## config.mk

```make
export PLATFORM = sky130hd
export DESIGN_NAME = mem_arbiter
export DESIGN_NICKNAME = d
export VERILOG_FILES = /design/src/rtl/mips_mem_pkg.sv /design/src/rtl/flopenr.sv /design/src/rtl/mem_arbiter.sv
export SDC_FILE = /design/constraint.sdc
export NUM_CORES = 1
export LEC_CHECK = 0
export ABC_AREA = 1
export BUFFER_PORTS_ARGS = -buffer_cell sky130_fd_sc_hd__clkbuf_2
export CORE_MARGIN = 1.5
export CORE_UTILIZATION = 35
export DETAILED_ROUTE_END_ITERATION = 7
export PLACE_DENSITY_LB_ADDON = 0.2
export SLEW_MARGIN = 20
export SYNTH_ARGS = -nofsm -noshare
export SYNTH_HDL_FRONTEND = slang
export SYNTH_SLANG_ARGS = --single-unit
```

## constraint.sdc

```tcl
create_clock -name clk -period 4.8 [get_ports clk]
set_input_delay 0.72 -clock clk [delete_from_list [all_inputs] [get_ports clk]]
set_output_delay 0.72 -clock clk [all_outputs]
set_load 0.02 [all_outputs]
```

## src/rtl/mips_mem_pkg.sv

```systemverilog
// rtl/mips_mem_pkg.sv - shared types and defaults for the unified memory arbiter
// Purpose: FSM state encoding and default bus widths used by mem_arbiter.
// Ports: none (package).
package mips_mem_pkg;

  typedef enum logic [1:0] {
    IDLE    = 2'b00,
    IFETCH  = 2'b01,
    DACCESS = 2'b10
  } state_t;

  localparam int AW_DEFAULT = 32;
  localparam int DW_DEFAULT = 32;

endpackage

```

## src/rtl/flopenr.sv

```systemverilog
// rtl/flopenr.sv - enable flop with synchronous active-high reset
// Purpose: generic WIDTH-bit register, loads d when en is high.
// Ports: clk, reset (sync, active-high), en (load enable), d (next value), q (stored value).
module flopenr #(
  parameter int WIDTH = 8
) (
  input  logic             clk,
  input  logic             reset,
  input  logic             en,
  input  logic [WIDTH-1:0] d,
  output logic [WIDTH-1:0] q
);

  always_ff @(posedge clk) begin
    if (reset)   q <= '0;
    else if (en) q <= d;
  end

endmodule

```

## src/rtl/mem_arbiter.sv

```systemverilog
// rtl/mem_arbiter.sv - shares one variable-latency memory port between IF and MEM stages
// Purpose: arbitrates fetch and data requests onto a req/ready memory port, buffers
//   completed results until the pipeline can advance, and drives the pipeline stall.
// Ports:
//   clk, reset                          clock, sync active-high reset
//   if_req, if_addr / if_rdata, if_ok   instruction-fetch requester
//   d_req, d_we, d_addr, d_wdata /
//   d_rdata, d_ok                       data-access requester
//   stall                               freeze pc and pipeline registers
//   m_req, m_we, m_addr, m_wdata /
//   m_rdata, m_ready                    shared memory port
module mem_arbiter
  import mips_mem_pkg::*;
#(
  parameter int AW = AW_DEFAULT,
  parameter int DW = DW_DEFAULT
) (
  input  logic          clk,
  input  logic          reset,
  input  logic          if_req,
  input  logic [AW-1:0] if_addr,
  output logic [DW-1:0] if_rdata,
  output logic          if_ok,
  input  logic          d_req,
  input  logic          d_we,
  input  logic [AW-1:0] d_addr,
  input  logic [DW-1:0] d_wdata,
  output logic [DW-1:0] d_rdata,
  output logic          d_ok,
  output logic          stall,
  output logic          m_req,
  output logic          m_we,
  output logic [AW-1:0] m_addr,
  output logic [DW-1:0] m_wdata,
  input  logic [DW-1:0] m_rdata,
  input  logic          m_ready
);

  localparam int RW = 1 + AW + DW;

  state_t        state_q, state_d;
  logic          if_held_q, if_held_d;
  logic          d_held_q, d_held_d;
  logic          if_done, d_done;
  logic          if_elig, d_elig;
  logic          grant_if, grant_d;
  logic          advance;
  logic [RW-1:0] req_d, req_q;
  logic          req_we_q;
  logic [AW-1:0] req_addr_q;
  logic [DW-1:0] req_wdata_q;
  logic [DW-1:0] if_buf_q, d_buf_q;

  always_comb begin
    if_done  = (state_q == IFETCH)  && m_ready;
    d_done   = (state_q == DACCESS) && m_ready;

    // A port already being served is not eligible, so the completing port
    // can never be regranted in its own completion cycle.
    if_elig  = if_req && !if_held_q && (state_q != IFETCH);
    d_elig   = d_req  && !d_held_q  && (state_q != DACCESS);

    if_ok    = if_held_q || if_done;
    d_ok     = d_held_q  || d_done;
    if_rdata = if_done ? m_rdata : if_buf_q;
    d_rdata  = d_done  ? m_rdata : d_buf_q;

    advance  = (!if_req || if_ok) && (!d_req || d_ok);
    stall    = !advance;

    // A result that cannot be consumed yet is parked until the other port finishes.
    if_held_d = advance ? 1'b0 : (if_held_q || if_done);
    d_held_d  = advance ? 1'b0 : (d_held_q  || d_done);

    grant_if = 1'b0;
    grant_d  = 1'b0;
    state_d  = state_q;
    case (state_q)
      IDLE: begin
        if (d_elig)       grant_d  = 1'b1;
        else if (if_elig) grant_if = 1'b1;
      end
      IFETCH: begin
        if (m_ready) begin
          if (d_elig) grant_d = 1'b1;
          else        state_d = IDLE;
        end
      end
      DACCESS: begin
        if (m_ready) begin
          if (if_elig) grant_if = 1'b1;
          else         state_d  = IDLE;
        end
      end
      default: state_d = IDLE;
    endcase
    if (grant_d)       state_d = DACCESS;
    else if (grant_if) state_d = IFETCH;

    req_d = grant_d ? {d_we, d_addr, d_wdata} : {1'b0, if_addr, {DW{1'b0}}};

    m_req   = (state_q == IFETCH) || (state_q == DACCESS);
    m_we    = (state_q == DACCESS) && req_we_q;
    m_addr  = req_addr_q;
    m_wdata = req_wdata_q;
  end

  always_ff @(posedge clk) begin
    if (reset) begin
      state_q   <= IDLE;
      if_held_q <= 1'b0;
      d_held_q  <= 1'b0;
    end else begin
      state_q   <= state_d;
      if_held_q <= if_held_d;
      d_held_q  <= d_held_d;
    end
  end

  flopenr #(.WIDTH(RW)) u_req_reg (
    .clk   (clk),
    .reset (reset),
    .en    (grant_if || grant_d),
    .d     (req_d),
    .q     (req_q)
  );

  assign {req_we_q, req_addr_q, req_wdata_q} = req_q;

  flopenr #(.WIDTH(DW)) u_if_buf (
    .clk   (clk),
    .reset (reset),
    .en    (if_done),
    .d     (m_rdata),
    .q     (if_buf_q)
  );

  flopenr #(.WIDTH(DW)) u_d_buf (
    .clk   (clk),
    .reset (reset),
    .en    (d_done),
    .d     (m_rdata),
    .q     (d_buf_q)
  );

endmodule

```

== Yosys cells after proc, flatten, opt, wreduce, memory -nomap -nowiden ==
Index checks and enable logic that the tools add are counted.
Storage, ports and cells
  output and inout port bits: 133
  bits of input ports: 134
  bits in registers: 133
  logic and storage cells: 62
Cells by class
  muxes and demuxes: 17
  reductions and logical operators: 24
  equal/unequal tests: 14
Operator list (count)
  $mux W65: 1
  $mux W32: 2
  $ne A4 B4 Y1 const B: 4
  $ne A3 B3 Y1 const B: 5
  $mux W2: 6
  $reduce_and A5 Y1: 2
  $logic_and A1 B1 Y1: 8
  $logic_or A1 B1 Y1: 6
  $pmux W2 S3: 1
  $logic_not A1 Y1: 5
  $mux W1: 5
  $ne A2 B2 Y1 const B: 2
  $pmux W1 S2: 2
  $reduce_or A2 Y1: 2
  $eq A2 B1 Y1 const B: 1
  $eq A2 B2 Y1 const B: 1
  $logic_not A2 Y1: 1
  $ne A2 B1 Y1 const B: 1

== Depth between registers and ports, before layout ==
Gate-level depths: netlist (run 1).
  depth in word-level cells: 8
  depth in mapped cells: 14
  gate-level depth less buffers: 13

== Modules after synthesis ==
Synthesis (run 1) repeated with hierarchy kept, for this count alone.
Unflattened totals
  cell total of the unflattened synthesis: 1163
  area, all modules: 7244.4 um^2
By module, submodules not included
  flopenr at u_d_buf ...: cells each 203, seq. area each 640.6 um^2, area each 1338.8 um^2, times used 2
  flopenr at u_req_reg: cells each 412, seq. area each 1301.2 um^2, area each 2643.8 um^2, times used 1
  mem_arbiter: cells each 345, seq. area each 80.1 um^2, area each 1923.1 um^2, times used 1

== Worst setup path after synthesis (run 1) ==
No wires, ideal clock.
  path type: input to output
  start point: in m_ready
  end point: out d_rdata[10]
  data required time: 4.080 ns
  arrival: 1.656 ns
  stages: 6
  setup slack: 2.424 ns
  buffers on the path: 2
  cells stage by stage: nand2_1 -> clkbuf_1 -> buf_1 -> nand2_1 -> o21ai_0 -> inv_1
On the way
  longest elaborated chain between the ends: 2
RTL lines
  from (decl): line mem_arbiter.sv:36  | input logic m_ready
  $logic_and A1 B1 Y1: line mem_arbiter.sv:56  | d_done = (state_q == DACCESS) && m_ready;
  $mux W32: line mem_arbiter.sv:66  | d_rdata = d_done ? m_rdata : d_buf_q;
  to (decl): line mem_arbiter.sv:28  | output logic [DW-1:0] d_rdata,
No other way between the ends.

== Worst setup path after layout (run 1) ==
  start point: reg state_q[0]
  end point: out d_rdata[6]
On the way
  longest elaborated chain between the ends: 3
RTL lines
  from (decl): line mem_arbiter.sv:41  | state_t state_q, state_d;
  from (signal assigned): line mem_arbiter.sv:114  | state_q <= state_d;
  $eq A2 B2 Y1: line mem_arbiter.sv:56
  $logic_and A1 B1 Y1: line mem_arbiter.sv:56
  $mux W32: line mem_arbiter.sv:66
No other way between the ends.

==> results of run 1 <==
-- final cells by class --
type / count / area, sq um / area share [%]
repair buffers: 271 / 1370 / 18.0
flip-flops and latches: 133 / 2660 / 35.1
well taps: 220 / 275 / 3.62
clock buffers: 22 / 464 / 6.11
clock inverters: 8 / 126 / 1.66
diodes: 1 / 2.50 / 0.0329
inverters: 143 / 537 / 7.07
multi-input cells: 466 / 2160 / 28.4
-- worst paths after layout --
check                                startpoint              end  slack, ns  cells after the start
worst max-delay path                 state_q[0]       d_rdata[6]       1.52                      6
worst min register to register  u_req_reg.q[11]  u_req_reg.q[11]       0.46                      2
worst min-delay path            u_req_reg.q[11]  u_req_reg.q[11]       0.46                      2
worst max register to register       state_q[0]       state_q[1]       2.09                     12
-- registers in the layout, indices dropped and copies added, names as in the netlist --
| register | flops |
|---|---|
| u_req_reg.q | 65 |
| d_held_q | 1 |
| u_d_buf.q | 32 |
| if_held_q | 1 |
| u_if_buf.q | 32 |
| state_q | 2 |
-- power breakdown --
group	internal, mW	leakage (nW)	switching [mW]
sequential	1.35	1.09	0.0990
combinational	0.528	2.97	1.22
clock	0.839	0.278	0.470
-- worst min-delay path: cells and delay by family (launching register included) --
family           cells  cell delay, ns
AO/OA/AOI/OAI        1            0.05
flip-flops           1            0.31
AND/OR/NAND/NOR      1            0.06
-- layer usage --
layer / part of all wire [%] / vias up
met1: 44 / 2410
met4: 1.4 / 0
met3: 9.2 / 15
met5: 0 / -
met2: 45 / 197
li1: - / 2978
-- stage by stage --
stage	setup WS [ns]	hold WS, ns	cell area, sq um
floorplan	2.42	0.439	6080
global placement	1.66	0.448	7000
detailed placement	1.66	0.452	7000
CTS	1.42	0.461	7590
global route	1.21	0.479	7590
finish	1.52	0.459	7590
-- cell usage after synthesis, drive strengths merged --
| library cell | number |
|---|---|
| nand2 | 148 |
| inv | 143 |
| dfxtp | 133 |
| o21ai | 98 |
| buf | 83 |
| nand3 | 72 |
| nor2 | 72 |
| a21oi | 38 |
| clkbuf | 36 |
| a31oi | 32 |
| ha | 4 |
| nand4 | 2 |
-- logic make-up (layout without fill, tap and decap cells) --
logic type               after synthesis  in the layout  synth area share [%]
AO/OA/AOI/OAI                        168            168                  14.6
adder cells (fa/ha/maj)                4              4                 0.824
buffers and inverters                262            444                  20.9
flip-flops                           133            133                  43.8
other                                  0              1                     0
AND/OR/NAND/NOR                      294            294                  19.9
-- layout by cell type (no fill, tap or decap) --
master,synthesis,final
a21oi_1,37,37
a21oi_4,0,1
a31oi_1,32,32
buf_2,10,1
buf_4,67,5
bufinv_16,0,3
clkbuf_1,36,3
clkbuf_16,0,17
clkbuf_2,0,265
clkbuf_8,0,2
clkinv_2,0,1
clkinv_4,0,1
clkinvlp_4,0,3
dfxtp_1,133,133
diode_2,0,1
ha_1,4,4
inv_1,142,142
inv_2,1,1
nand2_1,145,144
nand2_2,3,3
nand2_4,0,1
nand3_1,72,72
nand4_1,2,2
nor2_1,71,71
nor2_2,1,1
o21ai_0,78,78
o21ai_1,20,20
==> results_dict.tcl, run 1 <==
set metrics [dict create \
    outcome "finished, final reports clean" \
    hold_class "reg -> reg" \
    gp_congestion 0.756 \
    holdBufCountCts 0 \
    worstPathCellList "inv_1 -> ha_1 -> nand2_2 -> o21ai_0 -> inv_1 -> clkbuf_2" \
    vias 5600 \
    drt_first_iter_violations 246 \
    power.total_mw 4.51 \
    path_buf_inv 3 \
    syn_to_final_growth_pct 25.0 \
    synth_area_leaders "dfxtp_1 44%, nand2_1 9.0%, inv_1 8.8%, buf_4 8.3%, o21ai_0 6.4%" \
    cts_setup_buffers 0 \
    crit_family "simple AND/OR/NAND/NOR gates" \
    antenna_found_initial 1 \
    top_usage_layer "met2" \
    synth_fp_nets 999 \
    use_met2_pct 27.9 \
    place_hpwl_um 10700 \
    drive_above_1_share_pct 29.2 \
    crit_arrival_ns 2.56 \
    grt_max_degree 98 \
    use_met3_pct 6.16 \
    grt_pass1_wl_um 24900 \
    numCtsBuffers 17 \
    grt_use_met1_pct 21.2 \
    hold_viol_final 0 \
    die_area_sq_um 18200 \
    fmax_mhz 305 \
    netlist_area_sq_um 6080 \
    finalMaxSlewViolations 0 \
    grt_pass1_vias 4997 \
    final_nets 1170 \
    synth_cells 861 \
    finalCritPeriodShare_pct 68.3 \
    slowest_delay_ns 0.63 \
    synth_top_area_share_pct 43.8 \
    fin_crit_ns 3.28 \
    grt_overflow_total 0 \
    rsz0062_at_grt "no" \
    slowest_stage "nand2_2" \
    synth_largest_area_cell "dfxtp_1" \
    crit_path_frequent_cell "inv_1" \
    skew_ns 0.0121 \
    firstDrtPassIters 4 \
    clock-sinks 133 \
    yosysWarnings 0 \
    peakVddDrop_v 0.000281 \
    final.fill_count 1739 \
    clk_path_buf_depth 2 \
    worstSetupPathType "reg -> out" \
    vias_per_cell 4.43 \
    wl_per_cell_um 12.6 \
    start_util_pct 36.3 \
    io_buffers 266 \
    syn_avg_cell_area_sq_um 7.06 \
    setup_viol 0 \
    ys_ff_latch 133 \
    end_kind "output port" \
    netlist-cell-type-count 20 \
    wl_um 16000 \
    rows 47 \
    grt.total_usage_pct 17.2 \
    die_h_um 135 \
    insertion_delay_ns 0.41 \
    ys_seq_area_share_pct 43.8 \
    critPathRequiredTime_ns 4.08 \
    cts_root_buf "clkbuf_16" \
    finalNonFillerCells 1264 \
    fin_setup_tns_ns 0 \
    cts_tree "yes" \
    finalCoreUtilization_pct 45.3 \
    final_antenna_net_count 0 \
    cts.repair.resized 0 \
    remaining_drc_errors 0 \
    coreArea_sq_um 16800 \
    path_clk_slew_ns 0.06 \
    cap_violations 0 \
    htreeDepth 4 \
    power.leakage_nw 4.34 \
    worst_slew_pin_slew_ns 1.07 \
    pin_count 267 \
    slew-limit-headroom_pct 28.5 \
    crit_fanout 67 \
    die_x_um 135 \
    setup.worst_path.start_class "flip-flop" \
    pwr_density_cell_nw_per_um2 594 \
    place_inst 1233 \
]
Power figures use the tool's default switching activity.
==> inputs of run 2 (changes only) <==
==> constraint.sdc (replaced) <==
create_clock -name clk -period 3.1 [get_ports clk]
set_input_delay 0.465 -clock clk [delete_from_list [all_inputs] [get_ports clk]]
set_output_delay 0.465 -clock clk [all_outputs]
set_load 0.02 [all_outputs]
==> results_dict.tcl, run 2 (synthesis gave the netlist of run 1 again) <==
set metrics [dict create \
    worstSetupPathType "reg -> out" \
    hold_depth 3 \
    cts_tree "yes" \
    fin_crit_ns 2.60 \
    rows 47 \
    place_inst 1237 \
    skew_ns 0.00662 \
    layout_setup_ws_ns 0.504 \
    setup.worst_path.start_class "flip-flop" \
    gp_congestion 0.753 \
    die_area_sq_um 18200 \
    worstPathCellList "inv_1 -> ha_1 -> nand2_2 -> buf_12 -> nand2_1 -> o21ai_0 -> clkbuf_2" \
    setup_viol 0 \
    remaining_drc_errors 0 \
    htreeDepth 4 \
    top_regs "u_req_reg.q x65, u_d_buf.q x32, u_if_buf.q x32" \
    wl_per_cell_um 12.7 \
    path_clk_slew_ns 0.06 \
    regMostFlops "u_req_reg.q" \
    slowest_delay_ns 0.38 \
    crit_arrival_ns 2.13 \
    finalCritPeriodShare_pct 83.7 \
    antenna_found_initial 1 \
    power.leakage_nw 4.40 \
    hold_class "in -> reg" \
    peakVddDrop_v 0.000458 \
    grt_pass1_vias 5016 \
    drive_above_1_share_pct 29.8 \
    whs_ns 0.298 \
    clk_path_buf_depth 2 \
    rsz0062_at_grt "no" \
    start_util_pct 36.3 \
    n_antenna_cell 0 \
    holdPathEnd "u_req_reg.q[60]" \
    worstSetupPathDepth 7 \
    hold_start "if_addr[28]" \
    grt_max_degree 98 \
    coreArea_sq_um 16800 \
    fmax_mhz 385 \
    post_dp_cell_area_sq_um 7050 \
    grt.total_usage_pct 17.7 \
    hold_viol_final 0 \
    firstDrtPassIters 4 \
    final_nets 1174 \
    pin_count 267 \
    clock-sinks 133 \
    slew-limit-headroom_pct 27.4 \
    end_kind "output port" \
    cts_setup_buffers 0 \
    holdBufCountCts 0 \
    rrSetupSlack_ns 0.85 \
    cts.repair.resized 0 \
    syn_to_final_growth_pct 27.3 \
    worst_slew_pin_slew_ns 1.09 \
    place_hpwl_um 10800 \
    grt_pass1_wl_um 25300 \
    die_x_um 135 \
    finalMaxSlewViolations 0 \
    grt_overflow_total 0 \
    path_buf_inv 3 \
    die_h_um 135 \
    finalNonFillerCells 1269 \
    final_common_cell "clkbuf_2" \
    outcome "finished, final reports clean" \
    cap_violations 0 \
    pwr_density_cell_nw_per_um2 942 \
    finalInstanceArea_sq_um 7730 \
    vias 5684 \
    insertion_delay_ns 0.42 \
    crit_fanout 60 \
    fin_setup_tns_ns 0 \
    vias_per_cell 4.48 \
    slowest_stage "dfxtp_1" \
    layout_common_cells "265 x clkbuf_2, 144 x nand2_1, 142 x inv_1" \
    largest_reg_flops 65 \
    numCtsBuffers 17 \
    wl_um 16200 \
    final_antenna_net_count 0 \
    cts_root_buf "clkbuf_16" \
    io_buffers 266 \
    drt_first_iter_violations 224 \
    crit_family "buffers and inverters" \
    critPathRequiredTime_ns 2.63 \
    r2r_end "u_req_reg.q[32]" \
    post-place-ws_ns 0.864 \
    worstRegToRegCells 11 \
    reg2reg_from "state_q[0]" \
]
-- run 2: cell types whose count changed in the layout (fill, tap and decap cells not counted) --
| cell | delta |
|---|---|
| bufinv_16 | +3 |
| clkinv_4 | +1 |
| buf_4 | +2 |
| buf_12 | +2 |
| diode_2 | -1 |
| nand2_2 | +1 |
| clkbuf_1 | -2 |
| nand2_4 | -1 |
-- run 2: worst max-delay path by stage --
stage               startpoint               to  slack (ns)
global route        state_q[1]            stall        0.28
detailed placement  state_q[0]  u_req_reg.q[63]        0.86
CTS                 state_q[1]            stall        0.43
global placement    state_q[0]  u_req_reg.q[63]        0.90
finish              state_q[1]            stall        0.50
floorplan           state_q[0]      d_rdata[10]        1.02
-- run 2: per-layer routing --
metal	vias up	part of all wire [%]	track usage, %
met5	-	0.056	0
met4	2	1.6	7.41
met3	16	8.8	6.27
met2	186	46	28.4
met1	2498	43	21.4
li1	2982	-	-
-- run 2: report_power, final --
| group | internal (mW) | switching [mW] | total (mW) |
|---|---|---|---|
| clock network | 1.55 | 0.754 | 2.31 |
| registers | 2.09 | 0.158 | 2.25 |
| logic | 0.834 | 1.90 | 2.73 |
-- run 2: stage by stage --
step           power, mW  util (%)
2_1_floorplan       4.54         -
3_3_place_gp        5.04      42.1
3_5_place_dp        5.04      42.1
4_1_cts             7.38      46.1
5_1_grt             7.76      46.1
6_report            7.29      46.1
-- run 2: worst register-to-register path, stage by stage, from the launching register on --
cell	delay (ns)
dfxtp_1	0.32
inv_1	0.11
ha_1	0.27
inv_2	0.19
nand2_1	0.11
nand3_1	0.09
inv_1	0.07
nand2_1	0.11
nand2_2	0.10
buf_4	0.49
o21ai_0	0.18
a31oi_1	0.16
-- run 2: cell type report --
type / instances / area [sq um]
flip-flops and latches: 133 / 2660
clock inverters: 12 / 225
inverters: 143 / 537
fillers: 1765 / 9030
multi-input cells: 466 / 2150
clock buffers: 20 / 457
well taps: 220 / 275
repair buffers: 275 / 1420
==> inputs of run 3 (changes only) <==
==> constraint.sdc (replaced) <==
create_clock -name clk -period 2.7 [get_ports clk]
set_input_delay 0.405 -clock clk [delete_from_list [all_inputs] [get_ports clk]]
set_output_delay 0.405 -clock clk [all_outputs]
set_load 0.02 [all_outputs]
==> results_dict.tcl, run 3 (synthesis gave the netlist of run 1 again) <==
set metrics [dict create \
    outcome "finished, final reports clean" \
    numCtsBuffers 17 \
    layout_common_cells "265 x clkbuf_2, 144 x nand2_1, 142 x inv_1" \
    path_clk_slew_ns 0.06 \
    antenna_found_initial 0 \
    pin_count 267 \
    cts.repair.resized 0 \
    hold_viol_final 0 \
    n_antenna_cell 0 \
    rows 47 \
    p_int_mw 4.87 \
    crit_family "buffers and inverters" \
    pwr_density_cell_nw_per_um2 1060 \
    swShare_pct 40.0 \
    die_x_um 135 \
    hold_class "in -> reg" \
    final_antenna_net_count 0 \
    cts_tree "yes" \
    worst_slew_pin_slew_ns 1.05 \
    fin_crit_ns 2.47 \
    vias_per_cell 4.47 \
    slowest_delay_ns 0.36 \
    grt_overflow_total 0 \
    regMostFlops "u_req_reg.q" \
    htreeDepth 4 \
    skew_ns 0.0106 \
    whs_ns 0.239 \
    hold_depth 3 \
    worstSetupPathDepth 7 \
    crit_arrival_ns 2.07 \
    rrSetupSlack_ns 0.73 \
    critPathRequiredTime_ns 2.30 \
    path_buf_inv 3 \
    switchingPower_mw 3.24 \
    multi_input_area_sq_um 2150 \
    power.leakage_nw 4.39 \
    start_util_pct 36.3 \
    regArea_sq_um 2660 \
    die_h_um 135 \
    remaining_drc_errors 0 \
    p_comb_share_pct 39.3 \
    worstPathCellList "inv_1 -> ha_1 -> nand2_2 -> buf_12 -> nand2_1 -> o21ai_0 -> clkbuf_2" \
    peakVddDrop_v 0.000529 \
    worstRegToRegCells 12 \
    cp-endpoint "stall" \
    drive_above_1_share_pct 29.9 \
    slowest_stage "dfxtp_1" \
    fmax_mhz 404 \
    reg2reg_from "state_q[0]" \
    syn_to_final_growth_pct 26.4 \
    wl_per_cell_um 12.6 \
    top_regs "u_req_reg.q x65, u_d_buf.q x32, u_if_buf.q x32" \
    place_hpwl_um 10800 \
    power.share.clock_pct 28.9 \
    coreArea_sq_um 16800 \
    drt_first_iter_violations 277 \
    firstDrtPassIters 4 \
    fin_setup_tns_ns 0 \
    wl_um 16100 \
    setup.worst_path.start_class "flip-flop" \
    grt_max_degree 98 \
    die_area_sq_um 18200 \
    rsz0062_at_grt "no" \
    grt.total_usage_pct 17.3 \
    holdBufCountCts 0 \
    insertion_delay_ns 0.41 \
    worstSetupPathType "reg -> out" \
    largest_reg_flops 65 \
    slew-limit-headroom_pct 29.9 \
    finalMaxSlewViolations 0 \
    clock-sinks 133 \
    r2r_end "u_req_reg.q[23]" \
    final_common_cell "clkbuf_2" \
    setup_viol 0 \
    io_buffers 266 \
    end_kind "output port" \
    vias 5673 \
    pwr-share-seq_pct 31.8 \
    finalCritPeriodShare_pct 91.6 \
    final_nets 1176 \
    cap_violations 0 \
    grt_pass1_vias 5047 \
    gp_congestion 0.787 \
    final.fill_count 1771 \
    cts_root_buf "clkbuf_16" \
    clk_path_buf_depth 2 \
    grt_pass1_wl_um 25100 \
    crit_fanout 66 \
    cts_setup_buffers 0 \
    crit_path_start "state_q[1]" \
]
## run 3: cell count changes in the layout (fill, tap and decap cells not counted)
cell and delta:
clkbuf_8 -1, clkinv_2 +2, clkinvlp_4 -1, bufinv_16 -3, buf_12 +1, buf_4 +1, clkinv_4 +1, inv_6 +1
## run 3: worst min-delay path by stage
stage                     from              end  slack [ns]
2_1_floorplan  u_req_reg.q[64]  u_req_reg.q[64]        0.44
3_3_place_gp   u_req_reg.q[24]  u_req_reg.q[24]        0.45
3_5_place_dp   u_req_reg.q[21]  u_req_reg.q[21]        0.45
4_1_cts             d_wdata[2]   u_req_reg.q[2]        0.22
5_1_grt             d_wdata[1]   u_req_reg.q[1]        0.23
6_report            d_wdata[2]   u_req_reg.q[2]        0.24
## run 3: stage by stage
stage          utilization (%)  setup slack (ns)  instances  area [sq um]  power, mW
3_3_place_gp              42.2             0.654       1239          7080       5.84
4_1_cts                   45.8             0.154       1270          7680       8.22
2_1_floorplan                -             0.682        861          6080       5.21
5_1_grt                   45.8            0.0136       1270          7680       8.66
6_report                  45.8             0.227       1270          7680       8.11
3_5_place_dp              42.2             0.602       1239          7080       5.83
## run 3: per-layer routing
layer | share of wire [%] | wire length, um | GRT usage [%] | vias up
li1 | - | - | - | 2984
met4 | 1.5 | 244 | 6.33 | 0
met5 | 0 | 0 | 0 | -
met3 | 8.2 | 1310 | 5.29 | 15
met2 | 45 | 7290 | 28.3 | 204
met1 | 45 | 7210 | 21.6 | 2470
## run 3: worst register-to-register path: cells and delay by family, from the launching register on
family          cells  cell delay [ns]
simple gates        5             0.52
buf+inv             5             0.61
flops               1             0.34
compound gates      1             0.13
fa+ha+maj           1             0.28
## run 3: final cells by class
| cell class | instances | share of cell area [%] |
|---|---|---|
| repair buffers | 277 | 18.9 |
| clock inverters | 12 | 2.02 |
| flip-flops and latches | 133 | 34.7 |
| inverters | 143 | 6.99 |
| well taps | 220 | 3.59 |
| clock buffers | 19 | 5.77 |
| multi-input cells | 466 | 28.0 |
## run 3: power by group through the flow
stage / Combinational [mW] / Sequential (mW) / Clock [mW]
final: 3.19 / 2.58 / 2.35
after global routing: 3.54 / 2.63 / 2.50
after CTS: 3.23 / 2.58 / 2.41
after detailed placement: 3.21 / 2.62 / 0
after global placement: 3.23 / 2.61 / 0
after floorplan: 2.63 / 2.58 / 0
